==> src/rtl/pid_regulator.sv <==
// pid_regulator
//   Strobe-driven PID voltage regulator. Each accepted ADC sample runs a
//   fixed six-cycle pass through one shared multiplier:
//     IDLE -> ERR -> MUL_P -> MUL_I -> MUL_D -> SAT -> IDLE
//   The pass computes the error, the derivative and the clamped integrator
//   (with anti-windup). It accumulates k_p*e + k_i*I + k_d*d, then scales the
//   result by 2^-FRAC_BITS and saturates it into an unsigned duty word.
//
// Ports
//   clk, rst             rising-edge clock, asynchronous active-high reset
//   sample_valid         one-cycle strobe, cur_vd carries a new sample
//   cur_vd, target_v     measured voltage and set point (unsigned)
//   coef_wr/sel/data     shadow gain write (sel 0=k_p 1=k_i 2=k_d 3=clear state)
//   duty_out, duty_valid latest duty word, one-cycle update pulse
//   busy                 computation in progress
//   sat_hi, sat_lo       last result clamped high / low
//   overrun              sticky, a sample arrived while busy and was dropped
//   pwm_out              gate drive
//
// Build option
//   PID_REGULATOR_PWM_EN  builds the PWM generator. When the macro is
//                         undefined, pwm_out is tied low.

module pid_regulator #(
    parameter int ADC_WIDTH  = 8,
    parameter int COEF_WIDTH = 8,
    parameter int FRAC_BITS  = 4,
    parameter int INT_WIDTH  = 16,
    parameter int OUT_WIDTH  = 10
) (
    input  logic                  clk,
    input  logic                  rst,
    input  logic                  sample_valid,
    input  logic [ADC_WIDTH-1:0]  cur_vd,
    input  logic [ADC_WIDTH-1:0]  target_v,
    input  logic                  coef_wr,
    input  logic [1:0]            coef_sel,
    input  logic [COEF_WIDTH-1:0] coef_data,
    output logic [OUT_WIDTH-1:0]  duty_out,
    output logic                  duty_valid,
    output logic                  busy,
    output logic                  sat_hi,
    output logic                  sat_lo,
    output logic                  overrun,
    output logic                  pwm_out
);

    localparam int E_W    = ADC_WIDTH + 1;                      // error
    localparam int D_W    = ADC_WIDTH + 2;                      // derivative
    localparam int MB_W   = (INT_WIDTH > D_W) ? INT_WIDTH : D_W;
    localparam int PROD_W = COEF_WIDTH + 1 + MB_W;              // signed product
    localparam int ACC_W  = PROD_W + 2;                         // three summed products
    localparam int SUM_W  = INT_WIDTH + 1;                      // I + e before clamp

    typedef enum logic [2:0] {
        S_IDLE, S_ERR, S_MUL_P, S_MUL_I, S_MUL_D, S_SAT
    } state_t;

    state_t state, state_nxt;

    logic [ADC_WIDTH-1:0]  cur_q, tgt_q;
    logic [COEF_WIDTH-1:0] kp_sh, ki_sh, kd_sh;
    logic [COEF_WIDTH-1:0] kp_sh_nxt, ki_sh_nxt, kd_sh_nxt;
    logic [COEF_WIDTH-1:0] kp, ki, kd;
    logic                  clr_pend;
    logic [E_W-1:0]        e_q, e_prev, e_calc;
    logic [D_W-1:0]        d_q, d_calc;
    logic [INT_WIDTH-1:0]  integ, i_clamped;
    logic [SUM_W-1:0]      i_sum;
    logic                  i_hold;
    logic signed [PROD_W-1:0] op_a, op_b, prod;
    logic signed [ACC_W-1:0]  acc, prod_ext, u;
    logic                  accept, clr_now, clr_wr;
    logic                  u_neg, u_big;

    assign accept  = (state == S_IDLE) && sample_valid;
    assign clr_wr  = coef_wr && (coef_sel == 2'd3);
    assign clr_now = clr_pend || clr_wr;
    assign busy    = (state != S_IDLE);

    // ---------------- FSM ----------------
    always_ff @(posedge clk or posedge rst) begin
        if (rst) begin
            state <= S_IDLE;
        end else begin
            // NOTE: registers use non-blocking assignment so every flop samples pre-edge values.
            state <= state_nxt;
        end
    end

    always_comb begin
        // NOTE: default first so no path leaves state_nxt unassigned (no latch).
        state_nxt = state;
        case (state)
            S_IDLE:  if (sample_valid) state_nxt = S_ERR;
            S_ERR:   state_nxt = S_MUL_P;
            S_MUL_P: state_nxt = S_MUL_I;
            S_MUL_I: state_nxt = S_MUL_D;
            S_MUL_D: state_nxt = S_SAT;
            S_SAT:   state_nxt = S_IDLE;
            default: state_nxt = S_IDLE;
        endcase
    end

    // ---------------- shadow gain write ----------------
    // The next-shadow value is what an accept copies. A write in the same
    // cycle as an accept therefore applies to that sample.
    always_comb begin
        kp_sh_nxt = kp_sh;
        ki_sh_nxt = ki_sh;
        kd_sh_nxt = kd_sh;
        if (coef_wr) begin
            case (coef_sel)
                2'd0:    kp_sh_nxt = coef_data;
                2'd1:    ki_sh_nxt = coef_data;
                2'd2:    kd_sh_nxt = coef_data;
                default: ;
            endcase
        end
    end

    // ---------------- error path ----------------
    assign e_calc = {1'b0, tgt_q} - {1'b0, cur_q};
    assign d_calc = {e_calc[E_W-1], e_calc} - {e_prev[E_W-1], e_prev};
    assign i_sum  = {integ[INT_WIDTH-1], integ}
                  + {{(SUM_W-E_W){e_calc[E_W-1]}}, e_calc};

    // When the two top bits disagree, the sum has left the INT_WIDTH range.
    always_comb begin
        i_clamped = i_sum[INT_WIDTH-1:0];
        if (i_sum[SUM_W-1] != i_sum[SUM_W-2]) begin
            i_clamped = i_sum[SUM_W-1] ? {1'b1, {(INT_WIDTH-1){1'b0}}}
                                       : {1'b0, {(INT_WIDTH-1){1'b1}}};
        end
    end

    // Anti-windup uses the saturation flags of the previous result.
    assign i_hold = (sat_hi && !e_calc[E_W-1] && (e_calc != '0))
                 || (sat_lo &&  e_calc[E_W-1]);

    // ---------------- shared multiplier ----------------
    // Gains are zero-extended. Signed operands are sign-extended to product width.
    always_comb begin
        op_a = '0;
        op_b = '0;
        case (state)
            S_MUL_P: begin
                op_a = {{(PROD_W-COEF_WIDTH){1'b0}}, kp};
                op_b = {{(PROD_W-E_W){e_q[E_W-1]}}, e_q};
            end
            S_MUL_I: begin
                op_a = {{(PROD_W-COEF_WIDTH){1'b0}}, ki};
                op_b = {{(PROD_W-INT_WIDTH){integ[INT_WIDTH-1]}}, integ};
            end
            S_MUL_D: begin
                op_a = {{(PROD_W-COEF_WIDTH){1'b0}}, kd};
                op_b = {{(PROD_W-D_W){d_q[D_W-1]}}, d_q};
            end
            default: ;
        endcase
    end

    assign prod     = op_a * op_b;
    assign prod_ext = {{2{prod[PROD_W-1]}}, prod};

    // ---------------- scaling and saturation ----------------
    assign u     = acc >>> FRAC_BITS;
    assign u_neg = u[ACC_W-1];
    assign u_big = !u_neg && (|u[ACC_W-2:OUT_WIDTH]);

    // ---------------- datapath registers ----------------
    always_ff @(posedge clk or posedge rst) begin
        if (rst) begin
            cur_q      <= '0;
            tgt_q      <= '0;
            kp_sh      <= '0;
            ki_sh      <= '0;
            kd_sh      <= '0;
            kp         <= '0;
            ki         <= '0;
            kd         <= '0;
            clr_pend   <= 1'b0;
            e_q        <= '0;
            d_q        <= '0;
            e_prev     <= '0;
            integ      <= '0;
            acc        <= '0;
            duty_out   <= '0;
            duty_valid <= 1'b0;
            sat_hi     <= 1'b0;
            sat_lo     <= 1'b0;
            overrun    <= 1'b0;
        end else begin
            duty_valid <= 1'b0;
            kp_sh      <= kp_sh_nxt;
            ki_sh      <= ki_sh_nxt;
            kd_sh      <= kd_sh_nxt;

            // A sample that arrives mid-computation is dropped.
            if (busy && sample_valid) begin
                overrun <= 1'b1;
            end

            if (accept) begin
                cur_q    <= cur_vd;
                tgt_q    <= target_v;
                kp       <= kp_sh_nxt;
                ki       <= ki_sh_nxt;
                kd       <= kd_sh_nxt;
                clr_pend <= 1'b0;
                if (clr_now) begin
                    integ   <= '0;
                    e_prev  <= '0;
                    overrun <= 1'b0;
                end
            end else if (clr_wr) begin
                clr_pend <= 1'b1;
            end

            case (state)
                S_ERR: begin
                    e_q    <= e_calc;
                    d_q    <= d_calc;
                    e_prev <= e_calc;
                    acc    <= '0;
                    if (!i_hold) begin
                        integ <= i_clamped;
                    end
                end
                S_MUL_P, S_MUL_I, S_MUL_D: begin
                    acc <= acc + prod_ext;
                end
                S_SAT: begin
                    duty_valid <= 1'b1;
                    sat_lo     <= u_neg;
                    sat_hi     <= u_big;
                    if (u_neg) begin
                        duty_out <= '0;
                    end else if (u_big) begin
                        duty_out <= '1;
                    end else begin
                        duty_out <= u[OUT_WIDTH-1:0];
                    end
                end
                default: ;
            endcase
        end
    end

    // ---------------- PWM generator ----------------
`ifdef PID_REGULATOR_PWM_EN
    // The counter runs 0 .. 2^OUT_WIDTH-2, so a full-scale duty is constant high.
    localparam logic [OUT_WIDTH-1:0] CNT_LAST = {{(OUT_WIDTH-1){1'b1}}, 1'b0};
    localparam logic [OUT_WIDTH-1:0] CNT_ONE  = 1;

    logic [OUT_WIDTH-1:0] cnt, duty_act;

    // duty_act only reloads at the wrap, so a period is never cut short.
    always_ff @(posedge clk or posedge rst) begin
        if (rst) begin
            cnt      <= '0;
            duty_act <= '0;
            pwm_out  <= 1'b0;
        end else begin
            if (cnt == CNT_LAST) begin
                cnt      <= '0;
                duty_act <= duty_out;
            end else begin
                cnt <= cnt + CNT_ONE;
            end
            pwm_out <= (cnt < duty_act);
        end
    end
`else
    assign pwm_out = 1'b0;
`endif

endmodule
==> config.mk <==
export PLATFORM = sky130hd
export DESIGN_NAME = pid_regulator
export DESIGN_NICKNAME = d
export VERILOG_FILES = /design/src/rtl/pid_regulator.sv
export SDC_FILE = /design/constraint.sdc
export NUM_CORES = 1
export LEC_CHECK = 0
export CAP_MARGIN = 20
export CORE_MARGIN = 2
export CORE_UTILIZATION = 35
export DETAILED_ROUTE_END_ITERATION = 7
export SETUP_SLACK_MARGIN = 0.2
export SLEW_MARGIN = 40
export SYNTH_ARGS = -nofsm -noshare
export SYNTH_HDL_FRONTEND = slang
export SYNTH_SLANG_ARGS = --single-unit
==> constraint.sdc <==
create_clock -name clk -period 7.8 [get_ports clk]
set_input_delay 1.95 -clock clk [delete_from_list [all_inputs] [get_ports clk]]
set_output_delay 1.95 -clock clk [all_outputs]
set_load 0.01 [all_outputs]
==> results of run 1 <==
==> worst min path at each step <==
stage,to,slack [ns],cells after the start
floorplan,e_prev[5],0.45,2
global placement,e_prev[6],0.46,2
detailed placement,e_prev[3],0.46,2
CTS,e_prev[3],0.48,2
global route,kd_sh[5],0.50,1
finish,e_prev[3],0.48,2
==> critical path, delay by kind of cell, from the launching register on <==
kind / cells / cell delay (ns)
flip-flops: 1 / 0.43
buffers and inverters: 4 / 0.33
AND/OR/NAND/NOR: 9 / 1.55
XOR/XNOR: 1 / 0.18
adder cells (fa/ha/maj): 6 / 2.65
AO/OA/AOI/OAI: 10 / 1.95
==> cells in the mapped netlist, types with 26 or more instances <==
cell type                    n
sky130_fd_sc_hd__inv_1     226
sky130_fd_sc_hd__a21o_1     47
sky130_fd_sc_hd__nand2_1   182
sky130_fd_sc_hd__fa_1      106
sky130_fd_sc_hd__xor2_1     26
sky130_fd_sc_hd__dfrtp_1   153
sky130_fd_sc_hd__a21oi_1    91
sky130_fd_sc_hd__xnor2_1    41
sky130_fd_sc_hd__nor2_1    107
sky130_fd_sc_hd__clkbuf_1   35
sky130_fd_sc_hd__mux2_2     58
sky130_fd_sc_hd__ha_1      111
sky130_fd_sc_hd__o21ai_0    62
==> cell families (layout without fill, tap and decap cells) <==
logic type               count (synthesis)  after routing
AND/OR/NAND/NOR                        404            404
multiplexers                            58             58
adder cells (fa/ha/maj)                217            217
buffers and inverters                  272            353
other                                    1              1
AO/OA/AOI/OAI                          323            323
XOR/XNOR                                67             67
flip-flops                             153            153
==> layout make-up <==
| cell class | instances | area, µm² |
|---|---|---|
| multi-input cells | 1070 | 8880 |
| well taps | 518 | 648 |
| repair buffers | 95 | 875 |
| clock inverters | 13 | 160 |
| fillers | 3846 | 22800 |
| clock buffers | 19 | 443 |
| flip-flops and latches | 153 | 3830 |
| inverters | 226 | 856 |
==> state kept, by name, indices dropped and copies added, names as in the netlist, 9 cells and up <==
signal and flops:
acc 27, integ 16, d_q 10, duty_out 10
e_prev 9, e_q 9
==> metal layers <==
layer / up-vias / GRT usage [%] / part of all wire (%)
met5: - / 0 / 0
met3: 28 / 1.80 / 2.5
met2: 133 / 28.1 / 49
met4: 0 / 5.56 / 1.9
met1: 5151 / 21.1 / 46
li1: 5103 / - / -
==> per-stage QoR <==
stage	setup WS, ns	cells	hold WS [ns]	util (%)	instance area [µm²]
2_1_floorplan	0.262	1495	0.446	-	13600
3_3_place_gp	0.345	2047	0.460	38.4	14800
3_5_place_dp	0.173	2047	0.465	38.4	14800
4_1_cts	0.247	2079	0.481	40.0	15400
5_1_grt	0.154	2094	0.505	40.8	15700
6_report	0.567	2094	0.480	40.8	15700
==> repair_timing <==
action | 4_1_cts | 5_1_grt
setup buffers | 0 | 14
pin swaps | 0 | 12
setup endpoints to repair | 1 | 9
gates cloned | 0 | 0
gates resized for setup | 2 | 48
==> results by group, run 1 <==
STA
  • Relative slew slack: 44.0%
  • Largest clock skew in the final design: 0.0126 ns
  • Setup repair after global routing missed its margin: yes
  • Final cycle utilization of the critical path: 92.7%
  • Final sum of negative setup slack: 0 ns
  • Period minus WS final: approximately 7.2 ns
  • Achievable clock frequency: roughly 0.14 GHz
  • Pins over their slew limit: 0
  • Final hold violations: 0
  • Worst-margin pin slew: 0.841 ns
  • Setup Viol. Count Final: 0

Setup path
  • Most used cell, CP: sky130_fd_sc_hd__fa_1
  • End of the critical path: acc[26]
  • Element type at the critical path start: flop
  • RR Endpoint: acc[26]
  • Number of cells on the worst reg-to-reg path: 30
  • CP max-delay cell: sky130_fd_sc_hd__fa_1
  • Data required time at the worst endpoint: 8.14 ns
  • Worst setup path category: flop to flop
  • Highest fanout seen on the critical path: 9
  • Worst setup startpoint: state[1]
  • FF-to-FF setup slack: between 0.5 and 0.6 ns
  • Peak per-stage delay on the critical path: about 0.56 ns
  • Launch instance of the worst register-to-register path: state[1]
  • CP Capture Type: flop
  • Endpoint arrival time on the critical path: 7.57 ns

Route
  • Number of vias per cell after detailed routing: 4.97
  • Number of vias in the routed layout: 10415
  • Post-detailed-route wirelength per cell: 14.8 µm
  • Post-DRT Antenna Nets: 0
  • Count of routing violations after the opening detailed-route iteration: between 400 and 500
  • Routed Wire Length: a little over 30000 µm
  • # DRC: 0
  • First-pass iteration count of the detailed router: 5

Global route
  • Global-route wire length before repair: roughly 53000 µm
  • Maximum number of pins on one net before global-route repair: 104
  • Global route overflow: 0
  • Total GRT Usage: 16.2%
  • Number of global-route vias before repair: 10776
  • Antenna violations before repair: 0

Synthesis
  • Synthesized netlist net count: 1742
  • Share of cell area taken by muxes after synthesis: 4.80%
  • Dominant combinational cell family by area after synthesis: adder cells
  • Post-synthesis sequential element count: around 150
  • Compound-Gate Fraction of Synth Area: between 10% and 20%
  • Simple logic cell fraction of the synthesized area: 13.4%
  • Unique cell type count in the Yosys netlist: 68
  • Number of synthesized flops with an enable pin: 0
  • Fraction of registers with async set/reset: 100%
  • Synthesized-area fraction occupied by xor and xnor cells: 4.32%
  • Cell type contributing the most total cell area after synthesis: sky130_fd_sc_hd__dfrtp_1
  • Top-area cell type share of the netlist area: ~28%
  • Synthesized area divided by synthesized cell count: 9.09 µm²
  • Cell area after synthesis: 13600 µm²
  • Dominant cells by area after synthesis: sky130_fd_sc_hd__dfrtp_1, sky130_fd_sc_hd__fa_1, sky130_fd_sc_hd__ha_1
  • Dominant synthesized flop cell: sky130_fd_sc_hd__dfrtp_1
  • Yosys warning count: 0
  • Post-synthesis sequential area ratio: 28.2%
  • Number of instances in the synthesized netlist: approximately 1500
  • Post-synthesis share of cell area spent on full adders, half adders and majority gates: 25.8%

Clock network
  • Clock edge transition at the registers on the reported setup and hold paths: about 0.070 ns
  • Root buffer cell: sky130_fd_sc_hd__clkbuf_16
  • Post-CTS Hold Buffers: 0
  • Number of H-tree levels: 4
  • Source-to-sink clock delay at the later pin of the worst-skew pair: about 0.46 ns
  • Clock tree from TritonCTS: built
  • Number of sinks on the clock net: 153
  • Maximum buffer depth of the clock tree: 2
  • CTS Buf Count: 17

Final layout
  • Antenna diode count: 0
  • Final net count: 1810
  • Most common cell after layout, fill and taps aside: sky130_fd_sc_hd__inv_1
  • Leading cell types in the layout, fill and taps excluded: sky130_fd_sc_hd__inv_1, sky130_fd_sc_hd__nand2_1, sky130_fd_sc_hd__dfrtp_1
  • Fraction of final layout cells sized beyond drive strength 1: 13.9%
  • Post-synthesis to final-layout area growth: 15.4%

Outcome
  • Outcome: finished, final reports clean

Hold path
  • Worst hold-check path type: flop to flop
  • Startpoint of the most critical hold path: e_prev[3]

Die
  • Standard cell core area: 38500 µm²
  • Die Y: 201 µm
  • Top Ports: 46
  • Count of standard-cell rows: 72
  • Die outline area: 40400 µm²
  • Die W: slightly above 200 µm
  • Starting Density: 35.3%

Placement
  • Count of buffers inserted at the top-level ports: 44
  • Placer's final routability congestion estimate: 0.880
  • HPWL reported at the end of detailed placement: 24200 µm

Job
  • Max cap viols: 0
Power of run 1 is not shown: default switching activity piles up to over one toggle a cycle in this logic, so the estimate is an artifact.
==> inputs of run 2 (changes only) <==
--- a/config.mk
+++ b/config.mk
@@ -6,9 +6,13 @@
 export NUM_CORES = 1
 export LEC_CHECK = 0
 export CAP_MARGIN = 20
+export CELL_PAD_IN_SITES_DETAIL_PLACEMENT = 1
+export CELL_PAD_IN_SITES_GLOBAL_PLACEMENT = 1
+export CORE_ASPECT_RATIO = 2
 export CORE_MARGIN = 2
 export CORE_UTILIZATION = 35
 export DETAILED_ROUTE_END_ITERATION = 7
+export PLACE_DENSITY_LB_ADDON = 0.1
 export SETUP_SLACK_MARGIN = 0.2
 export SLEW_MARGIN = 40
 export SYNTH_ARGS = -nofsm -noshare
==> constraint.sdc (replaced) <==
create_clock -name clk -period 8.95 [get_ports clk]
set_input_delay 2.2375 -clock clk [delete_from_list [all_inputs] [get_ports clk]]
set_output_delay 2.2375 -clock clk [all_outputs]
set_load 0.01 [all_outputs]
==> run 2 against run 1 <==
Hold slack improved by 0.0023 ns; non-clock buffer count decreased by 31; clock-buffer cell count is 2 lower; clock skew shrank 0.0012 ns; sequential share of layout area is 0.58 points higher; via count is 0.42% higher.
==> results by group, run 2 (synthesis gave the netlist of run 1 again) <==
Final layout
  • Utilization after layout: 39.7% (was 40.8%)
  • Post-synthesis to final-layout area growth: 12.7% (was 15.4%)
  • Largest Register: acc (unchanged)
  • Antenna diode count: 0 (unchanged)
  • Final net count: 1779 (was 1810)
  • Fraction of final layout cells sized beyond drive strength 1: 10.9% (was 13.9%)
  • Final Non-Filler Cells: 2065 (was 2094)
  • Largest register FFs: 27 (unchanged)
  • Final std cell area, no fill: 15300 µm² (was 15700 µm²)
  • Leading cell types in the layout, fill and taps excluded: sky130_fd_sc_hd__inv_1, sky130_fd_sc_hd__nand2_1, sky130_fd_sc_hd__dfrtp_1 (unchanged)
  • Registers with the most flip-flops: acc (27), integ (16) (unchanged)
  • Most common cell after layout, fill and taps aside: sky130_fd_sc_hd__inv_1 (unchanged)

Setup path
  • End of the critical path: acc[26] (unchanged)
  • CP Capture Type: flop (unchanged)
  • Worst setup startpoint: state[1] (unchanged)
  • CP max-delay cell: sky130_fd_sc_hd__a21oi_1 (was sky130_fd_sc_hd__fa_1)
  • Most used cell, CP: sky130_fd_sc_hd__fa_1 (unchanged)
  • Peak per-stage delay on the critical path: 0.62 ns (was 0.56 ns)
  • Worst setup path category: flop to flop (unchanged)
  • Number of cells on the worst reg-to-reg path: 29 (was 30)
  • FF-to-FF setup slack: 0.89 ns (was 0.57 ns)
  • Data required time at the worst endpoint: 9.30 ns (was 8.14 ns)
  • Endpoint arrival time on the critical path: 8.40 ns (was 7.57 ns)
  • RR Endpoint: acc[26] (unchanged)
  • Highest fanout seen on the critical path: 15 (was 9)
  • Element type at the critical path start: flop (unchanged)
  • Launch instance of the worst register-to-register path: state[1] (unchanged)

Global route
  • Maximum number of pins on one net before global-route repair: 86 (was 104)
  • Number of global-route vias before repair: 12019 (was 10776)
  • Total GRT Usage: 21.0% (was 16.2%)
  • Global-route wire length before repair: 64900 µm (was 53400 µm)
  • Global route overflow: 0 (unchanged)
  • Antenna violations before repair: 0 (unchanged)

Placement
  • HPWL reported at the end of detailed placement: 32700 µm (was 24200 µm)
  • Total placed cells including tap cells: 2033 (was 2047)
  • Count of buffers inserted at the top-level ports: 44 (unchanged)
  • Placer's final routability congestion estimate: 0.880 (about the same)
  • Placed inst area: 14700 µm² (was 14800 µm²)

Route
  • First-pass iteration count of the detailed router: 4 (was 5)
  • Post-DRT Antenna Nets: 0 (unchanged)
  • # DRC: 0 (unchanged)
  • Number of vias in the routed layout: 10459 (was 10415)
  • Routed Wire Length: 39900 µm (was 30900 µm)
  • Number of vias per cell after detailed routing: 5.06 (was 4.97)
  • Post-detailed-route wirelength per cell: 19.3 µm (was 14.8 µm)
  • Count of routing violations after the opening detailed-route iteration: 268 (was 495)

Hold path
  • Worst hold-check path type: flop to flop (unchanged)

Clock network
  • Maximum buffer depth of the clock tree: 2 (unchanged)
  • Root buffer cell: sky130_fd_sc_hd__clkbuf_16 (unchanged)
  • Number of sinks on the clock net: 153 (unchanged)
  • Clock edge transition at the registers on the reported setup and hold paths: 0.08 ns (was 0.07 ns)
  • CTS Buf Count: 17 (unchanged)
  • Setup Fix Bufs, Post-CTS: 0 (unchanged)
  • Number of H-tree levels: 4 (unchanged)
  • Clock tree from TritonCTS: built (unchanged)
  • Source-to-sink clock delay at the later pin of the worst-skew pair: 0.46 ns (about the same)

STA
  • Setup repair after global routing missed its margin: no (was yes)
  • Final cycle utilization of the critical path: 90.0% (was 92.7%)
  • Relative slew slack: 39.5% (was 44.0%)
  • Pins over their slew limit: 0 (unchanged)
  • Setup Viol. Count Final: 0 (unchanged)
  • Achievable clock frequency: 0.124 GHz (was 0.138 GHz)
  • Final sum of negative setup slack: 0 ns (unchanged)
  • Final hold violations: 0 (unchanged)
  • Period minus WS final: 8.06 ns (was 7.23 ns)
  • Largest clock skew in the final design: 0.0114 ns (was 0.0126 ns)
  • Worst-margin pin slew: 0.907 ns (was 0.841 ns)

Outcome
  • Outcome: finished, final reports clean (unchanged)

Die
  • Die outline area: 40500 µm² (was 40400 µm²)
  • Die Y: 283 µm (was 201 µm)
  • Starting Density: 35.3% (about the same)
  • Top Ports: 46 (unchanged)
  • Die W: 143 µm (was 201 µm)
  • Standard cell core area: 38500 µm² (about the same)
  • Count of standard-cell rows: 102 (was 72)

Job
  • Max cap viols: 0 (unchanged)
==> run 2: cell types whose count changed in the layout (fill, tap and decap cells not counted), sizes merged <==
cell and change:
clkinvlp +1, clkbuf -2, inv +4, buf -31, bufinv -1, clkinv -2
==> run 2: layer usage <==
metal,up-vias,global-route usage (%),routed length (µm)
met5,-,0,0
met2,124,41.9,23000
met1,5249,20.8,14100
met4,0,11.0,2130
li1,5024,-,-
met3,62,2.26,656
==> run 2: worst min-delay path by stage <==
stage / to / slack (ns) / cells past startpoint / from
after CTS: e_prev[8] / 0.49 / 2 / e_prev[8]
after global placement: e_prev[3] / 0.46 / 2 / e_prev[3]
after global routing: ki_sh[2] / 0.51 / 1 / ki_sh[2]
after detailed placement: e_q[1] / 0.47 / 2 / e_q[1]
after floorplan: e_prev[5] / 0.45 / 2 / e_prev[5]
final: e_prev[8] / 0.48 / 2 / e_prev[8]
==> run 2: timing repair <==
| item | CTS | global route |
|---|---|---|
| setup endpoints to repair | 0 | 3 |
| hold buffers | 0 | 0 |
| gates resized for setup | 0 | 7 |
==> run 2: area by class of cell <==
cell class                      count  area (µm²)
Fill cell                        4541       23200
Multi-Input combinational cell   1070        8780
Sequential cell                   153        3830
Inverter                          226         856
Tap cell                          520         651
Timing Repair Buffer               64         594
Clock buffer                       17         425
Clock inverter                     15         178
==> run 2: metrics by stage <==
stage	hold WS (ns)	worst slack, ns
global route	0.509	0.220
floorplan	0.446	1.41
CTS	0.488	0.657
global placement	0.458	0.623
finish	0.482	0.894
detailed placement	0.469	0.681
==> run 2: critical path, delay by kind of cell, from the launching register on <==
family                   cells  cell delay (ns)
flip-flops                   1             0.47
buffers and inverters        3             0.32
AND/OR/NAND/NOR              9             1.75
AO/OA/AOI/OAI               10             2.48
XOR/XNOR                     1             0.19
adder cells (fa/ha/maj)      6             2.73
Power of run 2 is left out for the same reason.
==> edit: new RTL, flow settings as in run 2 <==
Set the parameter `OUT_WIDTH` to 5 (it was 10).
--- a/src/rtl/pid_regulator.sv
+++ b/src/rtl/pid_regulator.sv
@@ -26,7 +26,7 @@
     parameter int COEF_WIDTH = 8,
     parameter int FRAC_BITS  = 4,
     parameter int INT_WIDTH  = 16,
-    parameter int OUT_WIDTH  = 10
+    parameter int OUT_WIDTH  = 5
 ) (
     input  logic                  clk,
     input  logic                  rst,
Interface: changed (resized duty_out); port bits go from 46 to 41. No check against the original RTL was run, so the function may have changed too.
==> edit against run 2 <==
  * Area after synthesis is 2.5% lower
  * Global-route usage is 0.28 points higher
  * Setup slack worse by 92 ps
  * First-iteration DRC count is 1.5% higher
  * Sequential share of layout area hardly changed
  * Sequential cell count is 5 lower
  * Wire length is 0.56% higher
  * Final area is 3.3% lower
  * Utilization hardly changed
  * Hold slack worse by 6.1 ps
  * Non-clock buffer count is 3 lower
Power is left out: the tool's default activity adds up to more than one toggle a clock period on the data nets, which glitch-free logic cannot reach.
==> edit: results (changes against run 2) <==
status: "complete, no violations"
worst_pin_slew_ps: 887  # -20.4 ps
drive_above_1_share: 0.0824  # -0.0263
cts_tree: "yes"
drtIter0Drc: 272  # +1.5%
hold_class: "register to register"
clockBufferDepth: 2  # unchanged
gp_congestion: 0.882  # +0.22%
synthMuxAreaShare: 0.0492  # +0.00112
nets: 1763  # -0.90%
n_fill_cell: 4353  # -4.1%
routedWlPerCell_um: 20.2  # +4.5%
syn_nets: 1722  # -1.1%
slowest_stage: "fa_1"
reg2reg_setup_slack_ps: 800  # -90 ps
critPathMaxFanout: 21  # +6
critPathArrivalTime_ps: 8470  # +70 ps
num_vias: 10360  # -0.95%
grt_pass1_wl_mm: 64.4  # -0.83%
antenna_found_initial: 0  # unchanged
cts_setup_buffers: 0  # unchanged
synth.area.top_cells: "dfrtp_1 (28%), fa_1 (16%), ha_1 (10%)"
ys_warn_count: 0  # unchanged
dp_hpwl_mm: 33.2  # +1.5%
place.port_buffers: 39  # -11%
fin_skew_ps: 11.5  # +0.0281 ps
critPathKind: "register to register"
synth_fa_ha_area_frac: 0.265  # +0.00653
grt_max_degree: 77  # -10%
max_stage_delay_ps: 540  # -80 ps
first_pass_iters: 4  # unchanged
critPathTopFamily: "adder cells"
ctsResizeCount: 0  # unchanged
min_from: "e_prev[7]"
grt_pass1_vias: 11840  # -1.5%
post-route-min-period_ps: 8150  # +91.9 ps
ys_types: 57  # -16%
pre_cts_ws_ps: 625  # -55.7 ps
yosysSeqAreaShare: 0.279  # -0.00231
reg_top3: "acc: 27 flops, integ: 16 flops, d_q: 10 flops"
drcViolationCount: 0  # unchanged
grt_usage: 0.213  # +0.00279
synth-xor-area-share: 0.0415  # -0.00164
h-tree-depth: 4  # unchanged
r2r-start: "state[1]"
synth_common_cells: "inv_1 (211), nand2_1 (193), dfrtp_1 (148)"
synth_compound_area_frac: 0.158  # +0.00124
clk-insertion-delay-late_ps: 440  # -20 ps
cts_buffers: 17  # unchanged
[edit: cell count changes in the layout (fill, tap and decap cells not counted), moves of 10 or more]
| cell | before | now |
|---|---|---|
| o21ai_2 | 16 | 0 |
| inv_1 | 225 | 210 |
| o21ai_0 | 62 | 77 |
| nand2_1 | 180 | 193 |
| nand3_1 | 19 | 8 |
| o311ai_0 | 10 | 0 |
[edit: through the flow]
step	area, um2	util	hold WS [ps]	instances
finish	14800	0.397	476	1988
global route	14800	0.397	507	1988
CTS	14800	0.397	482	1988
detailed placement	14300	0.383	466	1956
global placement	14200	0.382	459	1956
floorplan	13300	-	446	1475
[edit: cells by family (layout without fill, tap and decap cells)]
family,Yosys count,count (layout)
compound gates,329,329
xor+xnor,62,62
mux,58,58
simple gates,410,410
other cells,1,1
flops,148,148
buf+inv,250,304
fa+ha+maj,217,217
[edit: layout make-up]
class	count	area, um2	share of cell area
multi-input cells	1077	8640	0.583
clock inverters	10	76.3	0.00516
flip-flops and latches	148	3700	0.250
well taps	459	574	0.0388
repair buffers	61	559	0.0378
clock buffers	22	454	0.0307
inverters	211	800	0.0540
[edit: routing by layer]
| layer | global-route usage | vias up | part of all wire | routed length [um] |
|---|---|---|---|---|
| li1 | - | 4965 | - | - |
| met2 | 0.423 | 139 | 0.57 | 22900 |
| met3 | 0.0221 | 76 | 0.017 | 666 |
| met5 | 0 | - | 0 | 0 |
| met4 | 0.123 | 0 | 0.064 | 2560 |
| met1 | 0.207 | 5180 | 0.35 | 14000 |
[edit: path summary, 6_finish.rpt]
check                       endpoint  cells past startpoint
setup / recovery             acc[26]                     31
hold / removal             e_prev[7]                      1
setup reg to reg             acc[26]                     31
hold reg to reg            e_prev[7]                      1
max in group asynchronous   state[1]                      3
min in group asynchronous   tgt_q[1]                      2
